===== config.mk =====
export PLATFORM = sky130hd
export DESIGN_NAME = fft_sink_feeder
export DESIGN_NICKNAME = d
export VERILOG_FILES = /design/src/rtl/fft_sink_feeder.sv
export SDC_FILE = /design/constraint.sdc
export NUM_CORES = 1
export LEC_CHECK = 0
export ABC_CLOCK_PERIOD_IN_PS = 12700
export CAP_MARGIN = 10
export CORE_ASPECT_RATIO = 1.4
export CORE_MARGIN = 5
export CORE_UTILIZATION = 50
export CTS_CLUSTER_SIZE = 16
export DETAILED_ROUTE_END_ITERATION = 7
export PLACE_DENSITY = 0.73
export SLEW_MARGIN = 10
export SYNTH_ARGS = -nofsm -noshare
export SYNTH_HDL_FRONTEND = slang
export SYNTH_SLANG_ARGS = --single-unit

===== constraint.sdc =====
create_clock -name clk -period 12.7 [get_ports clk]
set_input_delay 2.54 -clock clk [delete_from_list [all_inputs] [get_ports clk]]
set_output_delay 2.54 -clock clk [all_outputs]
set_load 0.02 [all_outputs]

===== src/rtl/fft_sink_feeder.sv =====
// ============================================================================
// fft_sink_feeder : FWFT sample FIFO feeding an FFT core sink port in frames.
// Revision 1.0 - initial release
// ============================================================================
`default_nettype none

module fft_sink_feeder #(
  parameter int LOG2_N     = 15,
  parameter int DW         = 16,
  parameter int LOG2_DEPTH = 4,
  parameter int THRESH     = 8
) (
  input  logic              clk,
  input  logic              reset,
  input  logic              in_valid,
  output logic              in_ready,
  input  logic [DW-1:0]     in_real,
  input  logic [DW-1:0]     in_imag,
  input  logic              master_sink_ena,
  output logic              master_sink_dav,
  output logic              master_sink_sop,
  output logic [DW-1:0]     data_real_in,
  output logic [DW-1:0]     data_imag_in,
  output logic [15:0]       frame_count,
  output logic              underflow
);

  localparam int                  c_depth     = 1 << LOG2_DEPTH;
  localparam logic [LOG2_DEPTH:0] c_depth_cnt = (LOG2_DEPTH+1)'(c_depth);
  localparam logic [LOG2_DEPTH:0] c_thresh    = (LOG2_DEPTH+1)'(THRESH);
  localparam logic [0:0]          c_st_idle   = 1'b0;
  localparam logic [0:0]          c_st_stream = 1'b1;

  logic [2*DW-1:0]       mem_q [c_depth];
  logic [2*DW-1:0]       mem_d [c_depth];
  logic [LOG2_DEPTH-1:0] wr_ptr_q, wr_ptr_d, rd_ptr_q, rd_ptr_d;
  logic [LOG2_DEPTH:0]   count_q, count_d;
  logic [LOG2_N-1:0]     sample_idx_q, sample_idx_d;
  logic [15:0]           frame_count_q, frame_count_d;
  logic                  underflow_q, underflow_d;
  logic [0:0]            state_q, state_d;

  logic w_push, w_xfer, w_pop, w_empty, w_last;

  // FIFO and frame datapath
  always_comb begin
    w_empty  = (count_q == '0);
    in_ready = (count_q < c_depth_cnt);
    w_push   = in_valid & in_ready;
    w_xfer   = master_sink_dav & master_sink_ena;
    w_pop    = w_xfer & ~w_empty;
    w_last   = (sample_idx_q == '1);

    mem_d = mem_q;
    if (w_push) mem_d[wr_ptr_q] = {in_real, in_imag};
    wr_ptr_d = w_push ? wr_ptr_q + 1'b1 : wr_ptr_q;
    rd_ptr_d = w_pop  ? rd_ptr_q + 1'b1 : rd_ptr_q;

    count_d = count_q;
    case ({w_push, w_pop})
      2'b10:   count_d = count_q + 1'b1;
      2'b01:   count_d = count_q - 1'b1;
      default: count_d = count_q;
    endcase

    sample_idx_d  = w_xfer ? sample_idx_q + 1'b1 : sample_idx_q;
    frame_count_d = (w_xfer && w_last) ? frame_count_q + 16'd1 : frame_count_q;
    // An empty-FIFO transfer can only happen in STREAM; zeros go out instead.
    underflow_d   = underflow_q | (w_xfer & w_empty);

    data_real_in = w_empty ? '0 : mem_q[rd_ptr_q][2*DW-1:DW];
    data_imag_in = w_empty ? '0 : mem_q[rd_ptr_q][DW-1:0];
    frame_count  = frame_count_q;
    underflow    = underflow_q;
  end

  always_ff @(posedge clk) begin
    mem_q <= mem_d;
  end

  always_ff @(posedge clk) begin
    if (reset) begin
      state_q       <= c_st_idle;
      wr_ptr_q      <= '0;
      rd_ptr_q      <= '0;
      count_q       <= '0;
      sample_idx_q  <= '0;
      frame_count_q <= '0;
      underflow_q   <= 1'b0;
    end else begin
      state_q       <= state_d;
      wr_ptr_q      <= wr_ptr_d;
      rd_ptr_q      <= rd_ptr_d;
      count_q       <= count_d;
      sample_idx_q  <= sample_idx_d;
      frame_count_q <= frame_count_d;
      underflow_q   <= underflow_d;
    end
  end

  // Next state: a frame is only re-armed at its end when enough data is queued
  always_comb begin
    state_d = state_q;
    if (w_xfer) begin
      if (w_last) state_d = (count_d >= c_thresh) ? c_st_stream : c_st_idle;
      else        state_d = c_st_stream;
    end
  end

  always_comb begin
    master_sink_dav = (state_q == c_st_stream) | (count_q >= c_thresh);
    master_sink_sop = master_sink_dav & (sample_idx_q == '0);
  end

endmodule

`default_nettype wire


==> impl_metrics.sql, run 1 <==
INSERT INTO impl_metrics (metric_group, metric, value, unit) VALUES
('status', 'run_status', 'finished clean', ''),
('finish', 'finish.instance_area', '24900', 'um2'),
('timing', 'final_period_minus_worst_setup_slack', '6.93', 'ns'),
('clock_tree', 'clock_tree_from_tritoncts', 'built', ''),
('finish', 'layout_cell_share_with_drive_strength_beyond_1', '24.7', '%'),
('yosys', 'synth.top_cell.area_share', '70.7', '%'),
('critical_path', 'critical-path-top-delay-family', 'buffers and inverters', ''),
('place', 'number_of_buffers_inserted_by_port_buffering', '87', ''),
('critical_path', 'timing.critical_path.buf_inv', '2', ''),
('place', 'post-dp-hpwl', '24.1', 'mm'),
('floorplanning', 'initial_utilization', '50.4', '%'),
('floorplanning', 'die_x', '186', 'um'),
('timing', 'finalSetupViolCount', '0', ''),
('drt', 'drc', '0', ''),
('yosys', 'yosys_most_used_dff', 'sky130_fd_sc_hd__edfxtp_1', ''),
('critical_path', 'crit_arrival', '4.39', 'ns'),
('clock_tree', 'h-tree-depth', '2', ''),
('critical_path', 'critPathCaptureType', 'primary output', ''),
('floorplanning', 'row_count', '90', ''),
('timing', 'worst_slew_pin_slew', '1.17', 'ns'),
('timing', 'final-max-slew-violation-count', '0', ''),
('clock_tree', 'ctsRootBufferMaster', 'sky130_fd_sc_hd__clkbuf_16', ''),
('timing', 'setup_total_negative_slack', '0', 'ns'),
('floorplanning', 'die_h', '257', 'um'),
('finish', 'area_delta_synth_final', '14.6', '%'),
('clock_tree', 'clk_pin_slew_worst_paths', '0.06', 'ns'),
('floorplanning', 'die-area', '47800', 'um2'),
('critical_path', 'critical-path-max-stage-delay', '1.05', 'ns'),
('worst_hold_path', 'min-delay-path-class', 'flip-flop to flip-flop', ''),
('power', 'power.density_cell_area', '144', 'nW/um2'),
('yosys', 'ys_warn_count', '0', ''),
('timing', 'timing.final.crit_share', '54.6', '%'),
('place', 'gp_congestion', '0.780', ''),
('drt', 'via_count', '10400', ''),
('global_route', 'grtUsageTotal', '19.1', '%'),
('power', 'total_power', '3.60', 'mW'),
('power', 'power_leakage', '7.58', 'nW'),
('yosys', 'netlist_instances', '1037', ''),
('drt', 'number_of_drc_markers_in_iteration_0', '865', ''),
('global_route', 'grt_pass1_vias', '10800', ''),
('yosys', 'synth-async-reset-ratio', '0', '%'),
('timing', 'hold_viol_final', '0', ''),
('clock_tree', 'post_cts.resized_instances', '0', ''),
('yosys', 'synth.ff_latch_count', '558', ''),
('drt', 'post_drt_wl_per_cell', '25.9', 'um'),
('drt', 'antenna_left', '0', ''),
('floorplanning', 'fp.coreArea', '43100', 'um2'),
('global_route', 'grt_antenna_before_repair', '2', ''),
('global_route', 'grt_pass1_wl', '67.9', 'mm'),
('drt', 'drt_pass1_iterations', '5', ''),
('clock_tree', 'clockBufferDepth', '3', ''),
('critical_path', 'crit_path_frequent_cell', 'sky130_fd_sc_hd__mux4_2', ''),
('critical_path', 'criticalPathCategory', 'flip-flop to primary output', ''),
('critical_path', 'worstPathCellList', 'buf_4, mux4_2, mux4_2, nor2b_1, clkdlybuf4s50_1', ''),
('yosys', 'avgSynthCellArea', '21.0', 'um2'),
('critical_path', 'path_max_fanout', '51', ''),
('clock_tree', 'cts.hold.buffers_added', '0', ''),
('finish', 'postLayoutCoreUtil', '57.8', '%'),
('timing', 'fin_skew', '0.0102', 'ns'),
('drt', 'route.detailed.vias_per_inst', '5.94', ''),
('yosys', 'netlist.top_cell.by_area', 'sky130_fd_sc_hd__edfxtp_1', ''),
('yosys', 'syn-num-nets', '1083', ''),
('timing', 'grt_setup_unrepaired', 'no', ''),
('drt', 'detail_route.wirelength', '45.1', 'mm'),
('yosys', 'post_synth_num_cell_types', '44', ''),
('clock_tree', 'clock_insertion_delay_worst_skew', '0.57', 'ns'),
('yosys', 'synth_enable_flop_cells', '512', ''),
('yosys', 'synthTopCellsByArea', 'sky130_fd_sc_hd__edfxtp_1 (71%), sky130_fd_sc_hd__mux4_2 (17%), sky130_fd_sc_hd__dfxtp_1 (4.2%), sky130_fd_sc_hd__xor2_1 (1.0%), sky130_fd_sc_hd__nor2_1 (1.0%)', ''),
('timing', 'slew_headroom', '22.3', '%'),
('clock_tree', 'cts.sinks', '558', ''),
('place', 'dpl_cell_area', '23400', 'um2');
## final timing paths
path                                                   start                      endpoint  slack (ns)  cells after the start
worst max-delay path                rd_ptr_q[0]$_SDFFE_PP0P_               data_real_in[5]        5.77                      5
worst min register to register  frame_count[15]$_SDFFE_PP0P_  frame_count[15]$_SDFFE_PP0P_        0.50                      2
worst min-delay path            frame_count[15]$_SDFFE_PP0P_  frame_count[15]$_SDFFE_PP0P_        0.50                      2
worst max register to register         count_q[3]$_SDFF_PP0_          state_q$_SDFFE_PP0N_        9.19                     10
## where the power goes
part | switching [mW] | total, mW | internal (mW)
clock | 0.645 | 1.43 | 0.781
combinational | 0.0846 | 0.139 | 0.0546
sequential | 0.00613 | 2.03 | 2.03
## registers in the layout, indices dropped and copies added (netlist names)
name	cells
state_q	1
mem_q	512
rd_ptr_q	4
underflow	1
wr_ptr_q	4
count_q	5
frame_count	16
sample_idx_q	15
## cell type report
class | count | area (um2)
clock inverter | 33 | 229
sequential | 558 | 16300
fill | 3028 | 18200
inverter | 9 | 33.8
multi-input combinational | 416 | 5290
timing repair buffer | 113 | 1070
antenna | 2 | 5.00
clock buffer | 60 | 1310
tap | 552 | 691
## Yosys cell counts, types with 2 or more instances
master and count:
sky130_fd_sc_hd__nor2b_1 33, sky130_fd_sc_hd__xor2_1 26, sky130_fd_sc_hd__buf_6 4, sky130_fd_sc_hd__xnor2_1 8, sky130_fd_sc_hd__and2_1 5, sky130_fd_sc_hd__or3_1 5
sky130_fd_sc_hd__dfxtp_1 46, sky130_fd_sc_hd__clkbuf_1 36, sky130_fd_sc_hd__o21ai_0 8, sky130_fd_sc_hd__inv_1 9, sky130_fd_sc_hd__buf_2 10, sky130_fd_sc_hd__ha_1 10
sky130_fd_sc_hd__nor3_1 8, sky130_fd_sc_hd__nand2b_1 3, sky130_fd_sc_hd__nor2_1 59, sky130_fd_sc_hd__and4_1 2, sky130_fd_sc_hd__edfxtp_1 512, sky130_fd_sc_hd__buf_1 4
sky130_fd_sc_hd__or3_2 3, sky130_fd_sc_hd__nand2_1 26, sky130_fd_sc_hd__nand4_1 10, sky130_fd_sc_hd__nand3_1 13, sky130_fd_sc_hd__and3_1 4, sky130_fd_sc_hd__a21oi_1 12
sky130_fd_sc_hd__nor4_1 3, sky130_fd_sc_hd__mux4_2 160
## per-layer routing
| layer | share of wire (%) | vias to the layer above | track usage [%] |
|---|---|---|---|
| met5 | 0 | - | 0 |
| met4 | 1.9 | 0 | 4.86 |
| met3 | 6.3 | 62 | 2.68 |
| met2 | 55 | 363 | 33.9 |
| met1 | 37 | 5476 | 25.0 |
| li1 | - | 4450 | - |
## through the flow
stage	cells	setup WS [ns]	hold slack (ns)
2_1_floorplan	1037	6.94	0.474
3_3_place_gp	1648	6.25	0.467
3_5_place_dp	1648	6.25	0.496
4_1_cts	1741	5.65	0.504
5_1_grt	1742	5.45	0.534
6_report	1743	5.77	0.496
## cells by family (layout without fill, tap and decap cells)
| logic type | after synthesis | count (layout) | share of synthesized area (%) |
|---|---|---|---|
| adders and majority gates | 10 | 10 | 0.575 |
| muxes | 162 | 162 | 16.7 |
| other | 0 | 2 | 0 |
| DFF | 558 | 558 | 74.9 |
| and+or+nand+nor | 183 | 183 | 4.36 |
| AOI/OAI and AO/OA | 27 | 27 | 0.811 |
| xor gates and xnor gates | 34 | 34 | 1.37 |
| buffers and inverters | 63 | 215 | 1.28 |
## placed cells by master, fill, tap and decap left out, types with 3 or more instances in the layout
cell type                           n
sky130_fd_sc_hd__xor2_1            26
sky130_fd_sc_hd__clkinvlp_4         3
sky130_fd_sc_hd__nand4_1           10
sky130_fd_sc_hd__ha_1              10
sky130_fd_sc_hd__clkbuf_16         51
sky130_fd_sc_hd__dfxtp_1           42
sky130_fd_sc_hd__and2_1             5
sky130_fd_sc_hd__xnor2_1            8
sky130_fd_sc_hd__o21ai_0            8
sky130_fd_sc_hd__nor2_4            12
sky130_fd_sc_hd__or3_2              3
sky130_fd_sc_hd__clkbuf_1           9
sky130_fd_sc_hd__nor3_2             5
sky130_fd_sc_hd__clkdlybuf4s50_1   87
sky130_fd_sc_hd__and3_1             4
sky130_fd_sc_hd__nor2_1            47
sky130_fd_sc_hd__inv_1              9
sky130_fd_sc_hd__or3_1              5
sky130_fd_sc_hd__nor4_1             3
sky130_fd_sc_hd__clkinv_2          14
sky130_fd_sc_hd__edfxtp_1         512
sky130_fd_sc_hd__nand2_1           26
sky130_fd_sc_hd__nor2b_1           33
sky130_fd_sc_hd__nand3_1           13
sky130_fd_sc_hd__nor3_1             3
sky130_fd_sc_hd__buf_4             26
sky130_fd_sc_hd__clkinv_1           9
sky130_fd_sc_hd__nand2b_1           3
sky130_fd_sc_hd__mux4_2           160
sky130_fd_sc_hd__a21oi_1           12
## worst min-delay path, delay by kind of cell, from the launching register on
kind	cells	cell delay, ns
flip-flops	1	0.31
AO/OA/AOI/OAI	2	0.14
Power figures use the tool's default switching activity.
==> inputs of run 2 (changes only) <==
--- a/config.mk
+++ b/config.mk
@@ -5,14 +5,14 @@
 export SDC_FILE = /design/constraint.sdc
 export NUM_CORES = 1
 export LEC_CHECK = 0
-export ABC_CLOCK_PERIOD_IN_PS = 12700
+export ABC_CLOCK_PERIOD_IN_PS = 6120
 export CAP_MARGIN = 10
 export CORE_ASPECT_RATIO = 1.4
 export CORE_MARGIN = 5
 export CORE_UTILIZATION = 50
 export CTS_CLUSTER_SIZE = 16
 export DETAILED_ROUTE_END_ITERATION = 7
-export PLACE_DENSITY = 0.73
+export PLACE_DENSITY = 0.75
 export SLEW_MARGIN = 10
 export SYNTH_ARGS = -nofsm -noshare
 export SYNTH_HDL_FRONTEND = slang
==> constraint.sdc (replaced) <==
create_clock -name clk -period 6.12 [get_ports clk]
set_input_delay 1.224 -clock clk [delete_from_list [all_inputs] [get_ports clk]]
set_output_delay 1.224 -clock clk [all_outputs]
set_load 0.02 [all_outputs]
==> impl_metrics.sql, run 2 (synthesized netlist as in run 1, its figures left out) <==
INSERT INTO impl_metrics (metric_group, metric, value, unit) VALUES
('timing', 'hold_viol_final', '0', ''),
('global_route', 'grt-ovfl-total', '0', ''),
('critical_path', 'path_max_fanout', '54', ''),
('floorplanning', 'row_count', '90', ''),
('timing', 'slew_headroom', '28.8', '%'),
('drt', 'antenna_left', '0', ''),
('finish', 'fin_nets', '1196', ''),
('global_route', 'grt_antenna_before_repair', '2', ''),
('timing', 'maxClockFrequency', '0.203', 'GHz'),
('timing', 'final-max-slew-violation-count', '0', ''),
('critical_path', 'startpoint_type', 'flip-flop', ''),
('drt', 'drt_pass1_iterations', '7', ''),
('drt', 'via_count', '10300', ''),
('power', 'power.switching_fraction', '20.1', '%'),
('clock_tree', 'post_cts_setup_bufs', '0', ''),
('finish', 'postLayoutCoreUtil', '57.9', '%'),
('flow_run', 'max_cap_violations', '0', ''),
('drt', 'detail_route.wirelength', '45.1', 'mm'),
('clock_tree', 'clock_tree_from_tritoncts', 'built', ''),
('drt', 'drc', '0', ''),
('floorplanning', 'die_x', '186', 'um'),
('floorplanning', 'die_h', '257', 'um'),
('timing', 'grt_setup_unrepaired', 'no', ''),
('power', 'sw_pwr', '1.50', 'mW'),
('finish', 'layout_common_cells', 'sky130_fd_sc_hd__edfxtp_1 (512), sky130_fd_sc_hd__mux4_2 (160), sky130_fd_sc_hd__clkdlybuf4s50_1 (87)', ''),
('clock_tree', 'clk_pin_slew_worst_paths', '0.06', 'ns'),
('finish', 'largest_reg_flops', '512', ''),
('power', 'pwr-share-clk', '39.8', '%'),
('critical_path', 'cp_slowest_cell', 'sky130_fd_sc_hd__dfxtp_4', ''),
('timing', 'worst_slew_pin_slew', '1.07', 'ns'),
('finish', 'layout_cell_share_with_drive_strength_beyond_1', '24.2', '%'),
('power', 'vdd_drop_max', '0.199', 'mV'),
('finish', 'largest-register', 'mem_q', ''),
('finish', 'area_delta_synth_final', '14.8', '%'),
('power', 'internal-power', '5.98', 'mW'),
('power', 'seqPwrFrac', '56.4', '%'),
('floorplanning', 'fp.coreArea', '43100', 'um2'),
('place', 'number_of_buffers_inserted_by_port_buffering', '87', ''),
('status', 'run_status', 'finished clean', ''),
('power', 'power.density_cell_area', '299', 'nW/um2'),
('place', 'gp_congestion', '0.787', ''),
('drt', 'post_drt_wl_per_cell', '25.9', 'um'),
('timing', 'fin_skew', '0.0185', 'ns'),
('place', 'post-dp-hpwl', '24.8', 'mm'),
('floorplanning', 'boundaryPins', '88', ''),
('floorplanning', 'initial_utilization', '50.4', '%'),
('critical_path', 'worstPathCellList', 'buf_4, mux4_2, mux4_2, nor2b_1, clkdlybuf4s50_1', ''),
('clock_tree', 'h-tree-depth', '2', ''),
('critical_path', 'critPathCaptureType', 'primary output', ''),
('power', 'power_leakage', '7.59', 'nW'),
('global_route', 'grtUsageTotal', '19.1', '%'),
('global_route', 'grt_max_degree', '55', ''),
('critical_path', 'criticalPathCategory', 'flip-flop to primary output', ''),
('clock_tree', 'ctsRootBufferMaster', 'sky130_fd_sc_hd__clkbuf_16', ''),
('clock_tree', 'num_cts_buffers', '49', ''),
('clock_tree', 'clock_insertion_delay_worst_skew', '0.57', 'ns'),
('power', 'power.share.combinational', '3.8', '%'),
('drt', 'number_of_drc_markers_in_iteration_0', '900', ''),
('drt', 'route.detailed.vias_per_inst', '5.94', ''),
('timing', 'finalSetupViolCount', '0', ''),
('place', 'numPlacedInstances', '1651', ''),
('critical_path', 'crit_path_frequent_cell', 'sky130_fd_sc_hd__mux4_2', ''),
('critical_path', 'crit_arrival', '3.69', 'ns'),
('clock_tree', 'clockBufferDepth', '3', ''),
('finish', 'final_common_cell', 'sky130_fd_sc_hd__edfxtp_1', ''),
('timing', 'timing.final.crit_share', '80.4', '%'),
('finish', 'layoutNonFillerInstCount', '1741', ''),
('clock_tree', 'cts.hold.buffers_added', '0', ''),
('global_route', 'grt_pass1_wl', '68.0', 'mm'),
('global_route', 'grt_pass1_vias', '10900', ''),
('clock_tree', 'post_cts.resized_instances', '0', ''),
('floorplanning', 'die-area', '47800', 'um2'),
('critical_path', 'cp.required', '4.90', 'ns'),
('worst_hold_path', 'min-delay-path-class', 'flip-flop to flip-flop', ''),
('timing', 'final_period_minus_worst_setup_slack', '4.92', 'ns'),
('timing', 'setup_total_negative_slack', '0', 'ns'),
('clock_tree', 'cts.sinks', '558', ''),
('critical_path', 'critical-path-max-stage-delay', '0.87', 'ns');
==> run 2: cell count changes in the layout (fill, tap and decap cells not counted), sizes merged <==
| cell | delta |
|---|---|
| clkinv | -8 |
| clkbuf | +4 |
| buf | +3 |
| bufinv | +2 |
| clkinvlp | -2 |
| diode | -1 |
==> run 2: final timing paths <==
kind	from	endpoint	slack (ns)	cells past startpoint
max	rd_ptr_q[1]$_SDFFE_PP0P_	data_real_in[5]	1.20	5
min reg2reg	frame_count[15]$_SDFFE_PP0P_	frame_count[15]$_SDFFE_PP0P_	0.49	2
min	frame_count[15]$_SDFFE_PP0P_	frame_count[15]$_SDFFE_PP0P_	0.49	2
max reg2reg	count_q[1]$_SDFF_PP0_	state_q$_SDFFE_PP0N_	2.61	10
==> run 2: through the flow <==
stage	area (um2)	worst slack (ns)	power, mW	hold WS (ns)
2_1_floorplan	21700	1.68	4.42	0.474
3_3_place_gp	23400	1.62	4.57	0.469
3_5_place_dp	23400	1.55	4.59	0.480
4_1_cts	25000	1.14	7.54	0.497
5_1_grt	25000	1.07	7.73	0.518
6_report	25000	1.20	7.48	0.493
==> run 2: layout make-up <==
type / instances / area, um2
antenna: 1 / 2.50
clock buffer: 64 / 1290
clock inverter: 25 / 234
fill: 3025 / 18200
inverter: 9 / 33.8
multi-input combinational: 416 / 5290
sequential: 558 / 16300
tap: 552 / 691
timing repair buffer: 116 / 1130
==> run 2: layer usage <==
metal	part of all wire, %	GRT usage (%)
met1	38	25.1
met2	54	33.3
met3	6.1	2.92
met4	2.4	5.39
met5	0	0
==> run 2: power by group through the flow <==
stage,clock [mW],combinational (mW),sequential [mW]
6_report,2.98,0.286,4.22
5_1_grt,3.21,0.304,4.22
4_1_cts,3.03,0.290,4.22
3_5_place_dp,0,0.289,4.30
3_3_place_gp,0,0.281,4.29
2_1_floorplan,0,0.124,4.30
==> run 2: worst max-delay path, delay by kind of cell (launching register included) <==
family	cells	cell delay, ns
DFF	1	0.87
and+or+nand+nor	1	0.16
buffers and inverters	2	1.12
muxes	2	0.93
